[config.mk]
export PLATFORM = sky130hd
export DESIGN_NAME = axil_ram_scrubber
export DESIGN_NICKNAME = d
export VERILOG_FILES = /design/src/rtl/axil_ram_scrubber.sv
export SDC_FILE = /design/constraint.sdc
export NUM_CORES = 1
export LEC_CHECK = 0
export BUFFER_PORTS_ARGS = -buffer_cell sky130_fd_sc_hd__buf_2
export CORE_MARGIN = 10
export CORE_UTILIZATION = 25
export DETAILED_ROUTE_END_ITERATION = 12
export PLACE_DENSITY = 0.43
export SYNTH_ARGS = -nofsm -noshare
export SYNTH_HDL_FRONTEND = slang
export SYNTH_SLANG_ARGS = --single-unit
[constraint.sdc]
create_clock -name clk_i -period 6.16 [get_ports clk_i]
set_input_delay 1.232 -clock clk_i [delete_from_list [all_inputs] [get_ports clk_i]]
set_output_delay 1.232 -clock clk_i [all_outputs]
set_load 0.05 [all_outputs]
[src/rtl/axil_ram_scrubber.sv]
// axil_ram_scrubber: AXI4-Lite master that fills and/or checks a RAM word range with a seed^index pattern.
module axil_ram_scrubber #(
  parameter int DATA_WIDTH = 32,
  parameter int ADDR_WIDTH = 16,
  parameter int CNT_WIDTH  = ADDR_WIDTH - $clog2(DATA_WIDTH / 8) + 1
) (
  input  logic                  clk_i,
  input  logic                  rst_ni,
  input  logic                  start_i,
  input  logic [1:0]            mode_i,
  input  logic [ADDR_WIDTH-1:0] base_addr_i,
  input  logic [CNT_WIDTH-1:0]  word_count_i,
  input  logic [DATA_WIDTH-1:0] seed_i,
  output logic                  busy_o,
  output logic                  done_o,
  output logic                  err_o,
  output logic [ADDR_WIDTH-1:0] err_addr_o,
  output logic [ADDR_WIDTH-1:0] m_axil_awaddr_o,
  output logic                  m_axil_awvalid_o,
  input  logic                  m_axil_awready_i,
  output logic [DATA_WIDTH-1:0] m_axil_wdata_o,
  output logic                  m_axil_wvalid_o,
  input  logic                  m_axil_wready_i,
  input  logic [1:0]            m_axil_bresp_i,
  input  logic                  m_axil_bvalid_i,
  output logic                  m_axil_bready_o,
  output logic [ADDR_WIDTH-1:0] m_axil_araddr_o,
  output logic                  m_axil_arvalid_o,
  input  logic                  m_axil_arready_i,
  input  logic [DATA_WIDTH-1:0] m_axil_rdata_i,
  input  logic [1:0]            m_axil_rresp_i,
  input  logic                  m_axil_rvalid_i,
  output logic                  m_axil_rready_o
);
  localparam int LG = $clog2(DATA_WIDTH / 8);
  typedef enum logic [2:0] {IDLE, WR_REQ, WR_RESP, RD_REQ, RD_RESP, DONE} state_t;
  state_t                state_q;
  logic [CNT_WIDTH-1:0]  k_q, cnt_q, k_d;
  logic [ADDR_WIDTH-1:0] base_q, base_al, addr_d, err_addr_q, awaddr_q, araddr_q;
  logic [DATA_WIDTH-1:0] seed_q, pat_d, wdata_q;
  logic chk_q, aw_done_q, w_done_q, last_d, aw_ok, w_ok, rd_bad;
  logic busy_q, done_q, err_q, awvalid_q, wvalid_q, bready_q, arvalid_q, rready_q;
  assign base_al = base_addr_i & ~ADDR_WIDTH'(DATA_WIDTH / 8 - 1);
  assign k_d     = k_q + CNT_WIDTH'(1);
  assign last_d  = k_d == cnt_q;
  assign addr_d  = base_q + (ADDR_WIDTH'(k_d) << LG);
  assign pat_d   = seed_q ^ DATA_WIDTH'(k_d);
  assign aw_ok   = aw_done_q | m_axil_awready_i;
  assign w_ok    = w_done_q | m_axil_wready_i;
  assign rd_bad  = m_axil_rresp_i != 2'b00 || m_axil_rdata_i != (seed_q ^ DATA_WIDTH'(k_q));
  always_ff @(posedge clk_i or negedge rst_ni) begin
    if (!rst_ni) begin
      state_q    <= IDLE;
      k_q        <= '0;
      cnt_q      <= '0;
      base_q     <= '0;
      seed_q     <= '0;
      chk_q      <= 1'b0;
      aw_done_q  <= 1'b0;
      w_done_q   <= 1'b0;
      busy_q     <= 1'b0;
      done_q     <= 1'b0;
      err_q      <= 1'b0;
      err_addr_q <= '0;
      awaddr_q   <= '0;
      wdata_q    <= '0;
      araddr_q   <= '0;
      awvalid_q  <= 1'b0;
      wvalid_q   <= 1'b0;
      bready_q   <= 1'b0;
      arvalid_q  <= 1'b0;
      rready_q   <= 1'b0;
    end else begin
      case (state_q)
        IDLE: if (start_i) begin
          chk_q      <= mode_i[1];
          cnt_q      <= word_count_i;
          seed_q     <= seed_i;
          base_q     <= base_al;
          k_q        <= '0;
          err_q      <= 1'b0;
          err_addr_q <= '0;
          aw_done_q  <= 1'b0;
          w_done_q   <= 1'b0;
          if (mode_i == 2'b00 || word_count_i == '0) begin
            state_q <= DONE;
            done_q  <= 1'b1;
          end else if (mode_i[0]) begin
            state_q   <= WR_REQ;
            busy_q    <= 1'b1;
            awvalid_q <= 1'b1;
            wvalid_q  <= 1'b1;
            awaddr_q  <= base_al;
            wdata_q   <= seed_i;
          end else begin
            state_q   <= RD_REQ;
            busy_q    <= 1'b1;
            arvalid_q <= 1'b1;
            araddr_q  <= base_al;
          end
        end
        WR_REQ: begin
          if (m_axil_awready_i) begin
            awvalid_q <= 1'b0;
            aw_done_q <= 1'b1;
          end
          if (m_axil_wready_i) begin
            wvalid_q <= 1'b0;
            w_done_q <= 1'b1;
          end
          if (aw_ok && w_ok) begin
            state_q   <= WR_RESP;
            bready_q  <= 1'b1;
            aw_done_q <= 1'b0;
            w_done_q  <= 1'b0;
          end
        end
        WR_RESP: if (m_axil_bvalid_i) begin
          bready_q <= 1'b0;
          if (m_axil_bresp_i != 2'b00) begin
            if (!err_q) err_addr_q <= awaddr_q;
            err_q <= 1'b1;
          end
          k_q <= k_d;
          if (!last_d) begin
            state_q   <= WR_REQ;
            awvalid_q <= 1'b1;
            wvalid_q  <= 1'b1;
            awaddr_q  <= addr_d;
            wdata_q   <= pat_d;
          end else if (chk_q) begin
            state_q   <= RD_REQ;
            k_q       <= '0;
            arvalid_q <= 1'b1;
            araddr_q  <= base_q;
          end else begin
            state_q <= DONE;
            busy_q  <= 1'b0;
            done_q  <= 1'b1;
          end
        end
        RD_REQ: if (m_axil_arready_i) begin
          state_q   <= RD_RESP;
          arvalid_q <= 1'b0;
          rready_q  <= 1'b1;
        end
        RD_RESP: if (m_axil_rvalid_i) begin
          rready_q <= 1'b0;
          if (rd_bad) begin
            if (!err_q) err_addr_q <= araddr_q;
            err_q <= 1'b1;
          end
          k_q <= k_d;
          if (last_d) begin
            state_q <= DONE;
            busy_q  <= 1'b0;
            done_q  <= 1'b1;
          end else begin
            state_q   <= RD_REQ;
            arvalid_q <= 1'b1;
            araddr_q  <= addr_d;
          end
        end
        default: begin
          state_q <= IDLE;
          done_q  <= 1'b0;
          busy_q  <= 1'b0;
        end
      endcase
    end
  end
  assign busy_o           = busy_q;
  assign done_o           = done_q;
  assign err_o            = err_q;
  assign err_addr_o       = err_addr_q;
  assign m_axil_awaddr_o  = awaddr_q;
  assign m_axil_awvalid_o = awvalid_q;
  assign m_axil_wdata_o   = wdata_q;
  assign m_axil_wvalid_o  = wvalid_q;
  assign m_axil_bready_o  = bready_q;
  assign m_axil_araddr_o  = araddr_q;
  assign m_axil_arvalid_o = arvalid_q;
  assign m_axil_rready_o  = rready_q;
endmodule

After elaboration in Yosys (flattened, before gate mapping)
Index checks and enable logic that the tools add are counted.
- memories kept: 0
- latch bits: 0
- RAM bits: 0
- ROM bits: 0
- input port bits: 109
- logic and storage cells: 185
- output and inout port bits: 88
- register bits: 170
- bitwise gates (word level): 5
- magnitude comparators: 0
- shift-type cells: 0
- muxes and demuxes: 97
- $mul: 0
- div/mod/pow operators: 0
- reductions and logical operators: 32
- equality and inequality tests: 29
- add/sub/neg operators: 2
- operator list (kind ; number):
    $mux W16 ; 19
    $mux W32 ; 5
    $pmux W16 S3 ; 2
    $mux W15 ; 5
    $pmux W32 S2 ; 1
    $xor A32 B15 Y32 ; 2
    $pmux W15 S3 ; 1
    $mux W1 ; 42
    $ne A2 B2 Y1 const B ; 21
    $ne A32 B32 Y1 ; 1
    $pmux W16 S2 ; 1
    $mux W3 ; 9
    $reduce_and A8 Y1 ; 3
    $add A16 B16 Y16 ; 1
    $add A15 B1 Y15 const B ; 1
    $eq A15 B15 Y1 ; 1
    $logic_not A15 Y1 ; 1
    $pmux W3 S5 ; 1
    $reduce_and A7 Y1 ; 2
    $pmux W1 S4 ; 3
    $reduce_and A3 Y1 ; 4
    $reduce_and A6 Y1 ; 2
    $reduce_bool A2 Y1 ; 6
    $reduce_and A10 Y1 ; 1
    20 further kinds ; 30

Depth between registers and ports, before layout
Gate-level depths: netlist (run 1).
- depth in word-level cells: 6
- depth in mapped cells: 15
- depth with buffers taken out: 13

Worst setup path after synthesis (run 1)
Ideal clock, no wire load.
- path type: register -> register
- start point: reg k_q[1]
- end point: reg awaddr_q[15] (netlist: m_axil_awaddr_o[15])
- library setup time: 125 ps
- arrival time: 2920 ps
- setup slack: 3115 ps
- required time: 6035 ps
- stages on the path, launching flop included: 16
- clock period less this slack: 3045 ps
- path buffers: 2
- cell sequence: dfrtp_1 ha_1 buf_2 nand3_2 nor3_2 xor2_1 ha_1 clkbuf_1 a21o_1 a21oi_1 nand3b_1 o21ai_0 a31oi_1 xor2_1 o21ai_0 mux2_4
- longest elaborated chain between the ends: 5
- elaborated cells between the ends (all ways): 8
- those cells by class: add/sub (2); eq/ne (2); mux (3); reduce/logical (1)
- ends and longest elaborated chain (item ; line ; RTL):
    from (decl) ; 38 ; logic [CNT_WIDTH-1:0] k_q, cnt_q, k_d;
    from (signal assigned) ; 124 ; k_q <= k_d;
    from (signal assigned) ; 153 ; k_q <= k_d;
    $add A15 B1 Y15 * ; 44 ; assign k_d = k_q + CNT_WIDTH'(1);
    $add A16 B16 Y16 ; 46 ; assign addr_d = base_q + (ADDR_WIDTH'(k_d) << LG);
    $mux W16 ; 125 ; if (!last_d) begin
    $mux W16 ; 118 ; WR_RESP: if (m_axil_bvalid_i) begin
    $pmux W16 S2 ; 74 ; case (state_q)
    to (signal assigned) ; 93 ; awaddr_q <= base_al;
    to (signal assigned) ; 129 ; awaddr_q <= addr_d;
    to (decl) ; 39 ; logic [ADDR_WIDTH-1:0] base_q, base_al, addr_d, err_addr_q, awaddr_q, araddr_q;
Mark *: on every way between the ends. The rest lies on a longest branch, timed or not. The select of a mux whose other input is x is not followed.
A chain may end at the register's enable or synchronous reset.

Worst setup path in the final report (run 1)
- start point: reg k_q[0]
- end point: reg wdata_q[22] (netlist: m_axil_wdata_o[22])
- longest elaborated chain between the ends: 4
- ends and longest elaborated chain (item ; line ; RTL):
    $add A15 B1 Y15 ; 44 ;
    $eq A15 B15 Y1 ; 45 ; assign last_d = k_d == cnt_q;
    $ne A2 B2 Y1 (no source line) ; n/a ;
    $reduce_and A6 Y1 (no source line) ; n/a ;
    to (signal assigned) ; 94 ; wdata_q <= seed_i;
    to (signal assigned) ; 130 ; wdata_q <= pat_d;
    to (decl) ; 40 ; logic [DATA_WIDTH-1:0] seed_q, pat_d, wdata_q;
Every way passes these cells.

==> impl_metrics.env, run 1 <==
export IMPL_outcome="finished, final reports clean"
export IMPL_layout_common_cells="buf_2, dfrtp_1, nand2_1"
export IMPL_crit_chain="ha_1, nand3_2, nor2_1, xnor3_1, a211oi_1, nand4_2, nor2b_2, o31a_2, buf_12, mux2_2"
export IMPL_ios=197
export IMPL_initial_core_util_pct=25.4
export IMPL_ys_warn_count=0
export IMPL_finalClockSkew_ps=14.8
export IMPL_num_rows=71
export IMPL_area_growth_pct=21.5
export IMPL_dpl_hpwl_mm=23.2
export IMPL_finalSetupViolCount=0
export IMPL_grt_first_pass_wirelength_mm=48.4
export IMPL_cap_viol_max_count=0
export IMPL_cts_resized_gates=0
export IMPL_vias=7452
export IMPL_critPathMaxStageDelay_ps=610
export IMPL_slew_viol_final=0
export IMPL_vias_per_cell=4.65
export IMPL_rsz0062_at_grt="false"
export IMPL_leakage_uw=0.00545
export IMPL_worstSetupPathType="register to register"
export IMPL_hold_viol=0
export IMPL_postCtsHoldBufs=0
export IMPL_htreeDepth=4
export IMPL_syn_area_per_cell_um2=10.5
export IMPL_max_freq_mhz=238
export IMPL_drtAntennaViolNets=0
export IMPL_grt_max_degree=81
export IMPL_tightest_slew_ps=1020
export IMPL_ir_drop_uv=225
export IMPL_cp_arrival_ps=4530
export IMPL_worstRegToRegCells=10
export IMPL_p_seq_share_pct=31.0
export IMPL_dp_cells=1570
export IMPL_layout_min_cycle_time_ps=4210
export IMPL_dr_pass1_iters=5
export IMPL_drt_wl_total_mm=31.7
export IMPL_critPathMaxFanout=35
export IMPL_clk_latency_ps=450
export IMPL_cp_end_kind="register"
export IMPL_r2r_slack_ps=1950
export IMPL_reg2reg_to="m_axil_wdata_o[22]"
export IMPL_grt_util_all_layers_pct=13.5
export IMPL_clkTransAtPathRegs_ps=70
export IMPL_powerDensity_nw_per_um2=556
export IMPL_die_area_um2=46800
export IMPL_rr_startpoint="k_q[0]"
export IMPL_crit_required_ps=6490
export IMPL_pwr_share_comb_pct=50.0
export IMPL_cts_tree="yes"
export IMPL_clock_power_share_pct=19.0
export IMPL_swShare_pct=45.5
export IMPL_die_h_um=216
export IMPL_tns_ps=0
export IMPL_cp_startpoint="k_q[0]"
export IMPL_fp_coreArea_um2=37800
export IMPL_nets=1204
export IMPL_layout_commonest_cell="buf_2"
export IMPL_root_buffer="clkbuf_16"
export IMPL_cts_sinks=164
export IMPL_crit_path_top_delay_cell="dfrtp_1"
export IMPL_synth_edf_count=0
export IMPL_yosys_area_top_type_share_pct=42.6
export IMPL_ys_top_cells_by_area="dfrtp_1, mux2_2, xnor2_1"
export IMPL_min_period_over_period_pct=68.3
export IMPL_slew_headroom_pct=31.9
export IMPL_syn_area_um2=9630
export IMPL_drt_iter0_drc=352
export IMPL_start_kind="register"
export IMPL_cts_setup_buffers=0
export IMPL_ys_flop_type="dfrtp_1"
export IMPL_ys_ff_latch=164
export IMPL_synth_top_area_cell="dfrtp_1"
export IMPL_drive_gt1_share_pct=35.4
export IMPL_ys_types=73
export IMPL_drc_errors=0
export IMPL_internal_power_uw=3550
export IMPL_cts_path_max_buffers=2
export IMPL_antenna_found_initial=7
export IMPL_worstHoldPathType="register to register"
export IMPL_endpoint="m_axil_wdata_o[22]"
export IMPL_async_flop_share_pct=100
export IMPL_cts_buffers=17
export IMPL_die_w_um=216
export IMPL_layout_cells_non_filler=1602
export IMPL_switchingPower_uw=2960
export IMPL_wl_per_cell_um=19.8
export IMPL_grt_pass1_vias=7672
export IMPL_hp_start="m_axil_wdata_o[27]"
export IMPL_yosysSeqAreaShare_pct=42.6
export IMPL_gp_congestion=0.801
export IMPL_synthCells=917
export IMPL_portBuffers=188
export IMPL_grt_ovfl_total=0
[cells by family (layout without fill, tap and decap cells)]
| kind of cell | after synthesis | count (layout) | synth area share (%) |
|---|---|---|---|
| AO/OA/AOI/OAI | 169 | 169 | 11.5 |
| XOR/XNOR | 96 | 96 | 9.03 |
| buffers and inverters | 78 | 246 | 3.86 |
| flip-flops | 164 | 164 | 42.6 |
| adder cells (fa/ha/maj) | 17 | 17 | 2.29 |
| other | 1 | 7 | 0.0390 |
| multiplexers | 137 | 137 | 16.7 |
| AND/OR/NAND/NOR | 255 | 255 | 14.0 |
[power groups by stage]
| stage | clock network, µW | logic (µW) | registers [µW] |
|---|---|---|---|
| 3_3_place_gp | 0 | 3280 | 2030 |
| 4_1_cts | 1280 | 3310 | 2020 |
| 5_1_grt | 1330 | 3530 | 2090 |
| 6_report | 1240 | 3250 | 2020 |
| 3_5_place_dp | 0 | 3300 | 2040 |
| 2_1_floorplan | 0 | 1680 | 2770 |
[cell usage after synthesis (all sizes together), types with 13 or more instances]
master and count:
buf 32, a22oi 14, xor2 31, nor4 15, nand2 117, xnor2 64, a21oi 13, clkbuf 29
nor2 29, inv 17, ha 16, o21ai 71, nand4 17, nor3 15, dfrtp 164, a22o 14
a21o 16, mux2 135
[stage by stage]
step / utilization, % / worst slack, ps / hold WS [ps] / cell area, µm² / total power [µW]
2_1_floorplan: - / 3120 / 467 / 9650 / 4450
3_3_place_gp: 29.1 / 1710 / 477 / 11000 / 5310
3_5_place_dp: 29.1 / 1720 / 488 / 11000 / 5350
4_1_cts: 30.9 / 1820 / 503 / 11700 / 6620
5_1_grt: 30.9 / 1580 / 511 / 11700 / 6950
6_report: 30.9 / 1950 / 500 / 11700 / 6500
[worst min path at each step]
stage,to,slack [ps],cells after the start
3_3_place_gp,aw_done_q,480,1
2_1_floorplan,aw_done_q,470,1
3_5_place_dp,m_axil_wdata_o[27],490,1
4_1_cts,m_axil_wdata_o[27],500,1
6_report,m_axil_wdata_o[27],500,1
5_1_grt,w_done_q,510,1
[critical path, delay by kind of cell (launching register included)]
kind	cells	cell delay, ps
xor+xnor	1	270
mux	1	370
fa+ha+maj	1	450
compound gates	2	790
buf+inv	1	340
simple gates	4	1220
flops	1	610
[state kept, by name (all words and copies together), names as in the netlist, 3 cells and up]
register         count
m_axil_wdata_o      32
seed_q              32
cnt_q               15
k_q                 15
base_q              14
err_addr_o          14
m_axil_araddr_o     14
m_axil_awaddr_o     14
state_q              3
[cell type report]
class,instances,area [µm²]
Timing Repair Buffer,198,1030
Inverter,17,63.8
Clock buffer,20,467
Clock inverter,11,199
Antenna cell,1,2.50
Multi-Input combinational cell,680,5190
Tap cell,511,639
Sequential cell,164,4100
Fill cell,4016,26100
[routing by layer]
| metal | vias to the layer above | GRT usage [%] | routed length, µm |
|---|---|---|---|
| li1 | 3546 | - | - |
| met1 | 3712 | 17.7 | 14800 |
| met2 | 151 | 21.3 | 14800 |
| met3 | 31 | 4.04 | 1610 |
| met4 | 12 | 3.24 | 317 |
| met5 | - | 0 | 96 |
Note: power is estimated with default switching activity, not from simulation.
==> run 2, diff against run 1 <==
==> constraint.sdc (replaced) <==
create_clock -name clk_i -period 4.3 [get_ports clk_i]
set_input_delay 0.86 -clock clk_i [delete_from_list [all_inputs] [get_ports clk_i]]
set_output_delay 0.86 -clock clk_i [all_outputs]
set_load 0.05 [all_outputs]
==> impl_metrics.env, run 2 (synthesis results as in run 1) <==
export IMPL_vias=7436
export IMPL_clk_latency_ps=440
export IMPL_dpl_hpwl_mm=23.7
export IMPL_num_rows=71
export IMPL_cp_buffers_inverters=0
export IMPL_nets=1216
export IMPL_grt_pass1_vias=7779
export IMPL_clkTransAtPathRegs_ps=70
export IMPL_drive_gt1_share_pct=36.1
export IMPL_vias_per_cell=4.60
export IMPL_finalSetupViolCount=0
export IMPL_area_growth_pct=21.8
export IMPL_cts_setup_buffers=0
export IMPL_outcome="finished, final reports clean"
export IMPL_hold_viol=0
export IMPL_cts_resized_gates=0
export IMPL_cap_viol_max_count=0
export IMPL_crit_chain="ha_1, nand3_2, nor2_1, xnor2_1, ha_1, and3_1, a221oi_1, o21bai_1, xnor2_1, o21ai_0, mux2_2"
export IMPL_cp_end_kind="register"
export IMPL_cp_arrival_ps=4010
export IMPL_htreeDepth=4
export IMPL_layout_common_cells="buf_2, dfrtp_1, nand2_1"
export IMPL_cts_tree="yes"
export IMPL_crit_required_ps=4620
export IMPL_critPathMaxStageDelay_ps=480
export IMPL_setup_slack_ps=607
export IMPL_dp_cells=1582
export IMPL_grt_util_all_layers_pct=13.7
export IMPL_worstSetupPathType="register to register"
export IMPL_gp_congestion=0.775
export IMPL_drt_iter0_drc=351
export IMPL_ios=197
export IMPL_crit_path_top_delay_cell="dfrtp_1"
export IMPL_die_w_um=216
export IMPL_grt_first_pass_wirelength_mm=49.0
export IMPL_root_buffer="clkbuf_16"
export IMPL_cts_buffers=17
export IMPL_min_period_over_period_pct=85.9
export IMPL_layout_cells_non_filler=1615
export IMPL_tightest_slew_ps=792
export IMPL_leakage_uw=0.00546
export IMPL_postCtsHoldBufs=0
export IMPL_initial_core_util_pct=25.4
export IMPL_slew_viol_final=0
export IMPL_grt_ovfl_total=0
export IMPL_hold_worst_slack_ps=365
export IMPL_grt_max_degree=66
export IMPL_drc_errors=0
export IMPL_cts_path_max_buffers=2
export IMPL_max_freq_mhz=271
export IMPL_die_h_um=216
export IMPL_slew_headroom_pct=47.0
export IMPL_post_place_ws_ps=563
export IMPL_layout_commonest_cell="buf_2"
export IMPL_wl_per_cell_um=19.7
export IMPL_critPathMaxFanout=10
export IMPL_layout_min_cycle_time_ps=3690
export IMPL_die_area_um2=46800
export IMPL_drt_wl_total_mm=31.8
export IMPL_crit_family="adder cells"
export IMPL_fp_coreArea_um2=37800
export IMPL_drtAntennaViolNets=0
export IMPL_portBuffers=188
export IMPL_ir_drop_uv=312
export IMPL_finalClockSkew_ps=10.9
export IMPL_start_kind="register"
export IMPL_antenna_found_initial=9
export IMPL_dr_pass1_iters=4
export IMPL_cts_sinks=164
export IMPL_rsz0062_at_grt="false"
export IMPL_tns_ps=0
export IMPL_powerDensity_nw_per_um2=781
export IMPL_worstHoldPathType="input pin to asynchronous set/reset pin"
run 2: changes by cell type in the layout (fill, tap and decap cells not counted), sizes merged:
cell      previous run  this run
buf                198       210
clkinv               5         3
inv                 18        23
bufinv               5         1
clkinvlp             0         4
clkbuf              20        18
run 2: report_power, final:
group          total, µW  internal (µW)  switching [µW]
Combinational       4800           1800            2990
Sequential          2820           2250             576
Clock               1540            814             731
run 2: worst register-to-register path, cell delays in order, from the launching register on:
cell,delay (ps)
dfrtp_1,480
ha_1,410
nand3_2,260
nor2_1,350
xnor2_1,340
ha_1,410
and3_1,210
a221oi_1,390
o21bai_1,130
xnor2_1,220
o21ai_0,120
mux2_2,270
run 2: cell type report:
cell class,instances,area [µm²]
diodes,1,2.50
clock buffers,18,429
clock inverters,14,141
fillers,4037,26100
inverters,17,63.8
multi-input cells,680,5190
flip-flops and latches,164,4100
well taps,511,639
repair buffers,210,1160
run 2: final timing paths:
kind	startpoint	slack [ps]	to	depth (start not counted)
max	k_q[1]	610	m_axil_araddr_o[13]	11
max reg2reg	k_q[1]	610	m_axil_araddr_o[13]	11
min	rst_ni	360	m_axil_wvalid_o	1
min in group clk_i	m_axil_arvalid_o	490	m_axil_arvalid_o	2
max in group asynchronous	rst_ni	3050	k_q[14]	2
min reg2reg	m_axil_arvalid_o	490	m_axil_arvalid_o	2
run 2: per-stage QoR:
step,power [µW],utilization (%),cell area (µm²)
after floorplan,6380,-,9650
after global placement,7690,29.5,11200
after detailed placement,7750,29.5,11200
after CTS,9350,31.0,11700
after global routing,9800,31.0,11700
final,9160,31.0,11700
run 2: per-layer routing:
| metal | global-route usage, % | wire, µm | up-vias | share of wire (%) |
|---|---|---|---|---|
| met5 | 0 | 97 | - | 0.30 |
| met3 | 4.22 | 1610 | 28 | 5.1 |
| met2 | 21.7 | 14700 | 138 | 46 |
| li1 | - | - | 3583 | - |
| met1 | 17.8 | 15100 | 3671 | 47 |
| met4 | 2.98 | 313 | 16 | 0.98 |
==> run 3, diff against run 2 <==
--- a/config.mk
+++ b/config.mk
@@ -6,6 +6,7 @@
 export NUM_CORES = 1
 export LEC_CHECK = 0
 export BUFFER_PORTS_ARGS = -buffer_cell sky130_fd_sc_hd__buf_2
+export CORE_ASPECT_RATIO = 1.4
 export CORE_MARGIN = 10
 export CORE_UTILIZATION = 25
 export DETAILED_ROUTE_END_ITERATION = 12
==> impl_metrics.env, run 3 (synthesis results as in run 1) <==
export IMPL_slew_headroom_pct=33.4
export IMPL_htreeDepth=4
export IMPL_layout_cells_non_filler=1582
export IMPL_postCtsHoldBufs=0
export IMPL_worstHoldPathType="input pin to asynchronous set/reset pin"
export IMPL_cts_setup_buffers=0
export IMPL_cts_sinks=164
export IMPL_regArea_um2=4100
export IMPL_initial_core_util_pct=25.1
export IMPL_antenna_found_initial=6
export IMPL_drive_gt1_share_pct=36.0
export IMPL_die_area_um2=46900
export IMPL_ios=197
export IMPL_drt_wl_total_mm=31.4
export IMPL_grt_ovfl_total=0
export IMPL_crit_required_ps=4630
export IMPL_grt_max_degree=74
export IMPL_grt_util_all_layers_pct=13.6
export IMPL_nets=1214
export IMPL_slew_viol_final=0
export IMPL_die_h_um=252
export IMPL_gp_congestion=0.806
export IMPL_cp_arrival_ps=4160
export IMPL_layout_commonest_cell="buf_2"
export IMPL_area_growth_pct=21.6
export IMPL_hold_worst_slack_ps=399
export IMPL_critPathMaxStageDelay_ps=480
export IMPL_crit_path_frequent_cell="ha_1"
export IMPL_worstSetupPathType="register to register"
export IMPL_clkTransAtPathRegs_ps=70
export IMPL_clk_latency_ps=450
export IMPL_drtAntennaViolNets=0
export IMPL_min_period_over_period_pct=88.9
export IMPL_crit_chain="ha_1, nand3_2, nor2_1, xnor2_1, ha_1, and3_1, a222oi_1, a31oi_1, xor2_1, o21ai_0, mux2_4"
export IMPL_dr_pass1_iters=4
export IMPL_layout_common_cells="buf_2, dfrtp_1, nand2_1"
export IMPL_finalClockSkew_ps=12.6
export IMPL_dpl_hpwl_mm=23.2
export IMPL_num_rows=85
export IMPL_finalSetupViolCount=0
export IMPL_vias_per_cell=4.69
export IMPL_tightest_slew_ps=999
export IMPL_wl_per_cell_um=19.8
export IMPL_grt_pass1_vias=7774
export IMPL_critPathMaxFanout=10
export IMPL_hold_viol=0
export IMPL_finalPower_uw=9230
export IMPL_cp_end_kind="register"
export IMPL_max_freq_mhz=262
export IMPL_root_buffer="clkbuf_16"
export IMPL_start_kind="register"
export IMPL_cts_path_max_buffers=2
export IMPL_ir_drop_uv=385
export IMPL_grt_first_pass_wirelength_mm=48.1
export IMPL_portBuffers=188
export IMPL_cap_viol_max_count=0
export IMPL_layout_min_cycle_time_ps=3820
export IMPL_cts_buffers=17
export IMPL_tns_ps=0
export IMPL_powerDensity_nw_per_um2=789
export IMPL_fp_coreArea_um2=38300
export IMPL_drt_iter0_drc=329
export IMPL_vias=7415
export IMPL_drc_errors=0
export IMPL_cts_resized_gates=0
export IMPL_dp_cells=1547
export IMPL_fill_cells=4028
export IMPL_crit_path_top_delay_cell="dfrtp_1"
export IMPL_rsz0062_at_grt="false"
export IMPL_cts_tree="yes"
export IMPL_die_w_um=186
export IMPL_multiInputGateArea_um2=5190
export IMPL_outcome="finished, final reports clean"
export IMPL_leakage_uw=0.00548
==> run 3: cell type report <==
type	instances	area share, %
inverter	17	0.545
clock inverter	14	1.53
sequential	164	35.1
antenna	3	0.0642
timing repair buffer	208	9.70
clock buffer	18	3.67
multi-input combinational	680	44.3
tap	478	5.11
==> run 3: power breakdown <==
part           internal, µW  total, µW  leakage (µW)  switching (µW)
combinational          1790       4770       0.00317            2970
sequential             2250       2810       0.00201             564
clock                   924       1650      0.000298             727
==> run 3: layer usage <==
metal / vias up / GRT usage (%) / wire [µm]
li1: 3573 / - / -
met1: 3654 / 16.2 / 13300
met2: 151 / 23.4 / 16100
met3: 33 / 3.06 / 1390
met4: 4 / 4.83 / 554
met5: - / 0 / 25
==> run 3: path summary, 6_finish.rpt <==
path	startpoint	endpoint	slack, ps	depth (start not counted)
worst max-delay path	k_q[1]	m_axil_awaddr_o[15]	480	11
worst min-delay path	rst_ni	err_addr_o[5]	400	1
worst max register to register	k_q[1]	m_axil_awaddr_o[15]	480	11
worst min register to register	m_axil_arvalid_o	m_axil_arvalid_o	480	2
max in group asynchronous	rst_ni	m_axil_awaddr_o[7]	2830	2
min in group clk_i	m_axil_arvalid_o	m_axil_arvalid_o	480	2
==> run 3: metrics by stage <==
stage,utilization (%),worst slack (ps),cell area [µm²]
floorplan,-,1260,9650
global placement,29.0,515,11100
detailed placement,29.0,480,11100
CTS,30.5,434,11700
global route,30.6,205,11700
finish,30.6,477,11700
==> run 3: worst max-delay path: cells and delay by family, from the launching register on <==
family,cells,cell delay [ps]
and+or+nand+nor,3,870
xor gates and xnor gates,2,560
adders and majority gates,2,830
DFF,1,480
AOI/OAI and AO/OA,3,650
muxes,1,310
